### src/rtl/text_buffer_writer.sv
// ---------------------------------------------------------------------------
// text_buffer_writer
//
// Character buffer for a voltage read-out panel. Each accepted measurement
// (channel, millivolts) is turned into decimal digits and written into a
// COLS x ROWS text memory as the row "CHnn:ddddmV  ". The character-drawing
// stage reads the memory through a registered read port that runs every
// cycle, independent of the writer.
//
// After reset the whole memory is initialised one address per cycle:
// channel rows get "CHnn:0000mV  " and the spare rows are filled with spaces.
//
// Ports
//   pclk         pixel clock, all logic on the rising edge
//   rst          synchronous, active-high reset
//   in_valid     measurement offered
//   in_ready     block can accept a measurement (high only when idle)
//   in_channel   channel index of the offered measurement
//   in_mv        measured voltage in millivolts, unsigned
//   update_done  one-cycle pulse when a row rewrite completes
//   chan_err     one-cycle pulse when an accepted channel is out of range
//   text_xy      display read address, row*COLS+col
//   char_code    ASCII code at text_xy, one cycle later
// ---------------------------------------------------------------------------
module text_buffer_writer #(
    parameter int COLS     = 13,
    parameter int ROWS     = 16,
    parameter int CHANNELS = 13
) (
    input  logic        pclk,
    input  logic        rst,
    input  logic        in_valid,
    output logic        in_ready,
    input  logic [3:0]  in_channel,
    input  logic [11:0] in_mv,
    output logic        update_done,
    output logic        chan_err,
    input  logic [7:0]  text_xy,
    output logic [6:0]  char_code
);

    localparam int         DEPTH    = COLS * ROWS;
    localparam logic [8:0] DEPTH_L  = 9'(DEPTH);
    localparam logic [7:0] COLS_L   = 8'(COLS);
    localparam logic [3:0] LAST_ROW = 4'(ROWS - 1);
    localparam logic [3:0] LAST_COL = 4'(COLS - 1);
    localparam logic [4:0] CHAN_L   = 5'(CHANNELS);
    localparam logic [3:0] LAST_BIT = 4'd11;
    localparam logic [6:0] SPACE    = 7'h20;

    typedef enum logic [1:0] {
        CLEAR,
        IDLE,
        CONV,
        WRITE
    } state_t;

    state_t      state_reg;
    logic [3:0]  row_reg;
    logic [3:0]  col_reg;
    logic [3:0]  bit_cnt_reg;
    logic [11:0] bin_reg;
    logic [15:0] bcd_reg;
    logic        in_ready_reg;
    logic        update_done_reg;
    logic        chan_err_reg;
    logic [6:0]  char_code_reg;

    logic [6:0]  mem [0:DEPTH-1];

    // Write-port signals, derived from the row/col walk of CLEAR and WRITE.
    logic [15:0] bcd_adj;
    logic [3:0]  tens;
    logic [3:0]  units;
    logic        row_is_chan;
    logic        wr_en;
    logic [7:0]  wr_addr;
    logic [6:0]  wr_data;

    function automatic logic [6:0] ascii_digit(input logic [3:0] d);
        return 7'h30 + {3'b000, d};
    endfunction

    // Shift-add-3: every BCD digit of 5 or more is bumped by 3 before the
    // next left shift, so that the shift carries correctly into the next digit.
    genvar gi;
    generate
        for (gi = 0; gi < 4; gi++) begin : g_adj
            assign bcd_adj[gi*4 +: 4] = (bcd_reg[gi*4 +: 4] >= 4'd5)
                                      ? bcd_reg[gi*4 +: 4] + 4'd3
                                      : bcd_reg[gi*4 +: 4];
        end
    endgenerate

    // Character generator for the cell currently addressed by row_reg/col_reg.
    // During CLEAR bcd_reg is held at zero, so channel rows come out as 0000.
    always_comb begin
        tens        = (row_reg >= 4'd10) ? 4'd1 : 4'd0;
        units       = (row_reg >= 4'd10) ? row_reg - 4'd10 : row_reg;
        row_is_chan = ({1'b0, row_reg} < CHAN_L);
        wr_en       = !rst && ((state_reg == CLEAR) || (state_reg == WRITE));
        // row <= 15 and col <= 12 keep this inside 0..207 with 8-bit math.
        wr_addr     = ({4'b0000, row_reg} * COLS_L) + {4'b0000, col_reg};
        wr_data     = SPACE;
        if (row_is_chan) begin
            case (col_reg)
                4'd0:    wr_data = 7'h43;                    // 'C'
                4'd1:    wr_data = 7'h48;                    // 'H'
                4'd2:    wr_data = ascii_digit(tens);
                4'd3:    wr_data = ascii_digit(units);
                4'd4:    wr_data = 7'h3A;                    // ':'
                4'd5:    wr_data = ascii_digit(bcd_reg[15:12]);
                4'd6:    wr_data = ascii_digit(bcd_reg[11:8]);
                4'd7:    wr_data = ascii_digit(bcd_reg[7:4]);
                4'd8:    wr_data = ascii_digit(bcd_reg[3:0]);
                4'd9:    wr_data = 7'h6D;                    // 'm'
                4'd10:   wr_data = 7'h56;                    // 'V'
                default: wr_data = SPACE;
            endcase
        end
    end

    // Control FSM. row_reg/col_reg double as the CLEAR sweep position and as
    // the captured channel plus write column during an update.
    always_ff @(posedge pclk) begin
        if (rst) begin
            state_reg       <= CLEAR;
            row_reg         <= 4'd0;
            col_reg         <= 4'd0;
            bit_cnt_reg     <= 4'd0;
            bin_reg         <= 12'd0;
            bcd_reg         <= 16'd0;
            in_ready_reg    <= 1'b0;
            update_done_reg <= 1'b0;
            chan_err_reg    <= 1'b0;
        end else begin
            update_done_reg <= 1'b0;
            chan_err_reg    <= 1'b0;
            case (state_reg)
                CLEAR: begin
                    if (col_reg == LAST_COL) begin
                        col_reg <= 4'd0;
                        if (row_reg == LAST_ROW) begin
                            row_reg      <= 4'd0;
                            state_reg    <= IDLE;
                            in_ready_reg <= 1'b1;
                        end else begin
                            row_reg <= row_reg + 4'd1;
                        end
                    end else begin
                        col_reg <= col_reg + 4'd1;
                    end
                end

                IDLE: begin
                    if (in_valid && in_ready_reg) begin
                        if ({1'b0, in_channel} >= CHAN_L) begin
                            // Out-of-range channel: flag it and stay ready.
                            chan_err_reg <= 1'b1;
                        end else begin
                            row_reg      <= in_channel;
                            col_reg      <= 4'd0;
                            bin_reg      <= in_mv;
                            bcd_reg      <= 16'd0;
                            bit_cnt_reg  <= 4'd0;
                            in_ready_reg <= 1'b0;
                            state_reg    <= CONV;
                        end
                    end
                end

                CONV: begin
                    bcd_reg <= {bcd_adj[14:0], bin_reg[11]};
                    bin_reg <= {bin_reg[10:0], 1'b0};
                    if (bit_cnt_reg == LAST_BIT) begin
                        state_reg <= WRITE;
                    end else begin
                        bit_cnt_reg <= bit_cnt_reg + 4'd1;
                    end
                end

                WRITE: begin
                    if (col_reg == LAST_COL) begin
                        col_reg         <= 4'd0;
                        state_reg       <= IDLE;
                        in_ready_reg    <= 1'b1;
                        update_done_reg <= 1'b1;
                    end else begin
                        col_reg <= col_reg + 4'd1;
                    end
                end

                default: state_reg <= CLEAR;
            endcase
        end
    end

    // Character memory write port.
    always_ff @(posedge pclk) begin
        if (wr_en) begin
            mem[wr_addr] <= wr_data;
        end
    end

    // Registered read port; a same-cycle write to the same address returns the
    // previous contents. Addresses beyond the buffer read as a space.
    always_ff @(posedge pclk) begin
        if (rst) begin
            char_code_reg <= SPACE;
        end else if ({1'b0, text_xy} >= DEPTH_L) begin
            char_code_reg <= SPACE;
        end else begin
            char_code_reg <= mem[text_xy];
        end
    end

    assign in_ready    = in_ready_reg;
    assign update_done = update_done_reg;
    assign chan_err    = chan_err_reg;
    assign char_code   = char_code_reg;

endmodule

### config.mk
export PLATFORM = sky130hd
export DESIGN_NAME = text_buffer_writer
export DESIGN_NICKNAME = d
export VERILOG_FILES = /design/src/rtl/text_buffer_writer.sv
export SDC_FILE = /design/constraint.sdc
export NUM_CORES = 1
export LEC_CHECK = 0
export CAP_MARGIN = 20
export CORE_MARGIN = 1
export CORE_UTILIZATION = 46
export DETAILED_ROUTE_END_ITERATION = 10
export PLACE_DENSITY_LB_ADDON = 0.15
export SLEW_MARGIN = 20
export SYNTH_ARGS = -nofsm -noshare
export SYNTH_HDL_FRONTEND = slang
export SYNTH_SLANG_ARGS = --single-unit
### constraint.sdc
create_clock -name pclk -period 7.52 [get_ports pclk]
set_input_delay 1.504 -clock pclk [delete_from_list [all_inputs] [get_ports pclk]]
set_output_delay 1.504 -clock pclk [all_outputs]
set_load 0.05 [all_outputs]
==> results of run 1 <==
## layer usage
| layer | track usage, % | share of wire (%) |
|---|---|---|
| met5 | 0 | 0.018 |
| met4 | 7.06 | 2.5 |
| met3 | 4.27 | 6.6 |
| met2 | 36.9 | 48 |
| met1 | 33.4 | 43 |
## cells in the mapped netlist, types with 23 or more instances
| master | n | area (um2) |
|---|---|---|
| nor2_1 | 312 | 1170 |
| nand2b_1 | 23 | 144 |
| o21ai_0 | 49 | 245 |
| nor2b_1 | 29 | 181 |
| ha_1 | 41 | 513 |
| a21oi_1 | 64 | 320 |
| clkbuf_1 | 95 | 357 |
| o22ai_1 | 24 | 150 |
| inv_1 | 38 | 143 |
| dfxtp_1 | 52 | 1040 |
| buf_2 | 39 | 195 |
| a22oi_1 | 36 | 270 |
| a221oi_1 | 43 | 377 |
| mux2i_1 | 191 | 1910 |
| edfxtp_1 | 1456 | 43700 |
| nand2_1 | 63 | 236 |
| a211oi_1 | 24 | 180 |
| mux4_2 | 290 | 6530 |
## kinds of logic after synthesis
| logic type | count (synthesis) | share of synthesized area, % |
|---|---|---|
| multiplexers | 517 | 15.0 |
| AO/OA/AOI/OAI | 351 | 4.05 |
| flip-flops | 1508 | 73.9 |
| adder cells (fa/ha/maj) | 43 | 0.913 |
| XOR/XNOR | 19 | 0.287 |
| AND/OR/NAND/NOR | 508 | 3.67 |
| buffers and inverters | 231 | 2.19 |
## worst paths after layout
check | start | end | slack (ns) | cells after the start
worst max-delay path | row_reg[0] | mem[157][4] | 2.32 | 11
worst min register to register | bin_reg[8] | bin_reg[8] | 0.50 | 2
worst max register to register | row_reg[0] | mem[157][4] | 2.32 | 11
worst min-delay path | bin_reg[8] | bin_reg[8] | 0.50 | 2
## power by group
group          leakage (nW)  switching [mW]  internal, mW  total (mW)
clock network          2.39            3.14          4.28        7.42
logic                  5.50           0.840         0.312        1.15
registers              13.9          0.0165          9.50        9.52
total                  21.8            4.00          14.1        18.1
## through the flow
| step | instance area [um2] | power (mW) | setup slack, ns | util [%] |
|---|---|---|---|---|
| 2_1_floorplan | 60600 | 10.4 | 0.0433 | - |
| 3_3_place_gp | 62600 | 10.8 | 2.08 | 48.1 |
| 3_5_place_dp | 62700 | 10.9 | 2.11 | 48.2 |
| 4_1_cts | 67600 | 18.2 | 2.30 | 51.9 |
| 5_1_grt | 67600 | 18.6 | 2.07 | 51.9 |
| 6_report | 67600 | 18.1 | 2.32 | 51.9 |
## area by class of cell
| type | count | area (um2) |
|---|---|---|
| Fill cell | 10400 | 62600 |
| Sequential cell | 1508 | 44800 |
| Multi-Input combinational cell | 1438 | 14600 |
| Clock buffer | 203 | 4240 |
| Tap cell | 1742 | 2180 |
| Timing Repair Buffer | 97 | 1000 |
| Clock inverter | 77 | 636 |
| Inverter | 39 | 146 |
## worst min-delay path, delay by kind of cell, from the launching register on
family           cells  cell delay (ns)
AO/OA/AOI/OAI        1             0.05
flip-flops           1             0.31
AND/OR/NAND/NOR      1             0.09
==> flow_summary.toml, run 1 <==
[placement]
gp_congestion = 0.863
placed_cells = 4823
dp_hpwl_um = 90200
portBuffers = 36

[die]
start_util_pct = 46.6
die_area_um2 = 133000
core_um2 = 130000
row_count = 132
die_w_um = 365
die_h_um = 365
io_pins = 37

[clocking]
cts_setup_buffers = 0
cts_root_buf = "clkbuf_16"
cts_hold_buf = 0
cts_tree = "built"
cts.sinks = 1508
cts-buffers-inserted = 155
clk_latency_ns = 0.78
clockBufferDepth = 3
h-tree-depth = 4
cts.reportedPaths.clkPinSlew_ns = 0.06
cts_resized = 0

[global_route]
grt_max_degree = 209
gr-total-overflow = 0
grtUsageTotal_pct = 23.4
grt_pass1_vias = 31400
antenna_found_initial = 3
grt_pass1_wl_um = 223000

[setup_path]
cp.required_ns = 7.92
worstPathArrival_ns = 5.60
crit_type = "reg -> reg"
startpoint_type = "register"
crit_family = "simple AND/OR/NAND/NOR gates"
crit_path_frequent_cell = "ha_1"
worstPathCellList = "inv_1 -> ha_1 -> ha_1 -> fa_1 -> ha_1 -> a21oi_1 -> o21ai_1 -> a21oi_2 -> xor2_2 -> nand4_1 -> nor2_1"
cpMaxStageDelayCell = "nand4_1"
cp-end-kind = "register"
cp_max_fo = 16
crit_buf_inv = 1
cp_slowest_stage_delay_ns = 0.89

[synth]
yosysUniqueCellTypes = 71
synth_edf_count = 1456
seq_area_frac_synth_pct = 73.9
synth_area_um2 = 60600
syn_area_per_cell_um2 = 19.1
ys_async_sr_fraction_pct = 0
synth_nets = 3247
synth-main-ff-cell = "edfxtp_1"
synth_seq_cells = 1508
postSynthCellCount = 3177
yosys_warnings = 0

[finish]
drive_gt1_share_pct = 18.6
layout_common_cells = "1,456 x edfxtp_1, 308 x nor2_1, 290 x mux4_2"
largest_reg_flops = 1456
finalNonFillerCells = 5104
layout_commonest_cell = "edfxtp_1"
num_antenna_cells = 0
area_delta_synth_final_pct = 11.5
fin_nets = 3309

[detailed_routing]
vias = 31000
drt-initial-drc-count = 3044
post_drt_wl_per_cell_um = 30.1
post-route-drc-count = 0
ant_nets = 0
first_pass_iters = 7
wl_um = 154000
viasPerCell = 6.08

[run_status]
outcome = "finished clean"

[timing]
fin_crit_ns = 5.20
min_period_over_period_pct = 69.2
setup_viol = 0
fin_skew_ns = 0.0232
tns_ns = 0
slew_headroom_pct = 19.9
report.final.slew_viol_count = 0
rsz0062_at_grt = "false"
hold_viol = 0
fmax_mhz = 192
holdWs_ns = 0.497
worst_slew_pin_slew_ns = 1.18

[hold_path]
hp-class = "reg -> reg"

[power]
power_density_nw_per_um2 = 268
p_leak_nw = 21.8
irDropWorstVdd_mv = 0.261

[flow_run]
maxCapViolations = 0
Power figures use the tool's default switching activity.
==> inputs of run 2 (changes only) <==
==> constraint.sdc (replaced) <==
create_clock -name pclk -period 5.1 [get_ports pclk]
set_input_delay 1.02 -clock pclk [delete_from_list [all_inputs] [get_ports pclk]]
set_output_delay 1.02 -clock pclk [all_outputs]
set_load 0.05 [all_outputs]
==> flow_summary.toml, run 2 (synthesized netlist as in run 1, its figures left out) <==
[timing]
min_period_over_period_pct = 94.5
tns_ns = 0
fmax_mhz = 208
fin_crit_ns = 4.82
setup_viol = 0
hold_viol = 0
fin_skew_ns = 0.0220
rsz0062_at_grt = "false"
report.final.slew_viol_count = 0
slew_headroom_pct = 16.8
worst_slew_pin_slew_ns = 1.25
setup_ws_ns = 0.283

[finish]
layout_commonest_cell = "edfxtp_1"
area_delta_synth_final_pct = 13.1
final_util_pct = 52.7
drive_gt1_share_pct = 21.2
num_antenna_cells = 0
finalNonFillerCells = 5216
fin_nets = 3419
layout_common_cells = "1,456 x edfxtp_1, 308 x nor2_1, 290 x mux4_2"
largest_reg_flops = 1456

[hold_path]
holdPathStages = 2
min-delay-start = "bin_reg[8]"
hp-class = "reg -> reg"
min_to = "bin_reg[8]"

[placement]
dp_slack_ns = 0.289
dp_hpwl_um = 101000
portBuffers = 36
placed_cells = 4934
gp_congestion = 0.881

[die]
core_um2 = 130000
die_h_um = 365
row_count = 132
die_area_um2 = 133000
die_w_um = 365
io_pins = 37
start_util_pct = 46.6

[detailed_routing]
viasPerCell = 6.09
vias = 31800
wl_um = 161000
drt-initial-drc-count = 3331
first_pass_iters = 6
post-route-drc-count = 0
post_drt_wl_per_cell_um = 30.8
ant_nets = 0

[clocking]
cts_tree = "built"
cts.sinks = 1508
h-tree-depth = 4
cts_hold_buf = 0
cts_setup_buffers = 0
clk_latency_ns = 0.78
clockBufferDepth = 3
cts-buffers-inserted = 155
cts_resized = 0
cts.reportedPaths.clkPinSlew_ns = 0.06
cts_root_buf = "clkbuf_16"

[setup_path]
worstPathArrival_ns = 5.22
crit_type = "reg -> reg"
cp-end-kind = "register"
cp.required_ns = 5.50
rrSetupSlack_ns = 0.28
startpoint_type = "register"
cp_max_fo = 16
reg2reg_from = "row_reg[0]"
reg2reg_depth = 13
rr_endpoint = "mem[113][1]"

[power]
p_total_mw = 26.9
p_leak_nw = 22.3
power_density_nw_per_um2 = 392
irDropWorstVdd_mv = 0.357

[global_route]
antenna_found_initial = 6
gr-total-overflow = 0
grt_pass1_vias = 32400
grt_pass1_wl_um = 233000
grt_max_degree = 181
grtUsageTotal_pct = 24.5

[flow_run]
maxCapViolations = 0

[run_status]
outcome = "finished clean"
## run 2: cell count changes in the layout (fill, tap and decap cells not counted), sizes merged
cell	delta
buf	+110
bufinv	+2
clkbuf	-7
clkinv	+1
clkinvlp	+3
inv	+3
## run 2: cell type report
| class | count | area [um2] |
|---|---|---|
| Timing Repair Buffer | 207 | 1960 |
| Clock buffer | 196 | 4150 |
| Fill cell | 10200 | 61600 |
| Inverter | 39 | 146 |
| Multi-Input combinational cell | 1438 | 14600 |
| Clock inverter | 86 | 739 |
| Tap cell | 1742 | 2180 |
| Sequential cell | 1508 | 44800 |
## run 2: worst max-delay path by stage
| stage | to | cells past startpoint | slack (ns) | from |
|---|---|---|---|---|
| after detailed placement | mem[125][2] | 13 | 0.29 | row_reg[0] |
| after CTS | mem[113][1] | 13 | 0.29 | row_reg[0] |
| after global placement | mem[202][2] | 12 | 0.45 | row_reg[0] |
| after global routing | mem[113][1] | 13 | 0.07 | row_reg[0] |
| after floorplan | mem[0][0] | 7 | -0.18 | col_reg[0] |
| final | mem[113][1] | 13 | 0.28 | row_reg[0] |
## run 2: per-layer routing
metal  wire (um)  vias up  track usage (%)
met5          26        -                0
met1       65800    16700             34.3
met4        4540        4             7.66
met3       13600      257             5.22
li1            -    13300                -
met2       76600     1463             38.7
## run 2: report_power, final
part	total, mW	switching (mW)	leakage, nW	internal, mW
Combinational	1.85	1.32	6.08	0.530
Sequential	14.0	0.0262	13.9	14.0
Clock	11.0	4.69	2.40	6.32
## run 2: worst max-delay path, stage by stage (launching register included)
cell	delay (ns)
dfxtp_1	0.49
inv_1	0.15
ha_1	0.36
ha_1	0.30
fa_1	0.48
ha_1	0.41
nor2b_1	0.18
o21ai_1	0.19
a21boi_0	0.11
o21a_1	0.24
nor3_2	0.40
o211ai_1	0.24
buf_4	0.28
nor2_1	0.59
## run 2: metrics by stage
| step | instance area, um2 | hold WS, ns |
|---|---|---|
| final | 68500 | 0.499 |
| after global routing | 68500 | 0.521 |
| after CTS | 68500 | 0.504 |
| after detailed placement | 63700 | 0.495 |
| after global placement | 63700 | 0.468 |
| after floorplan | 60600 | 0.454 |
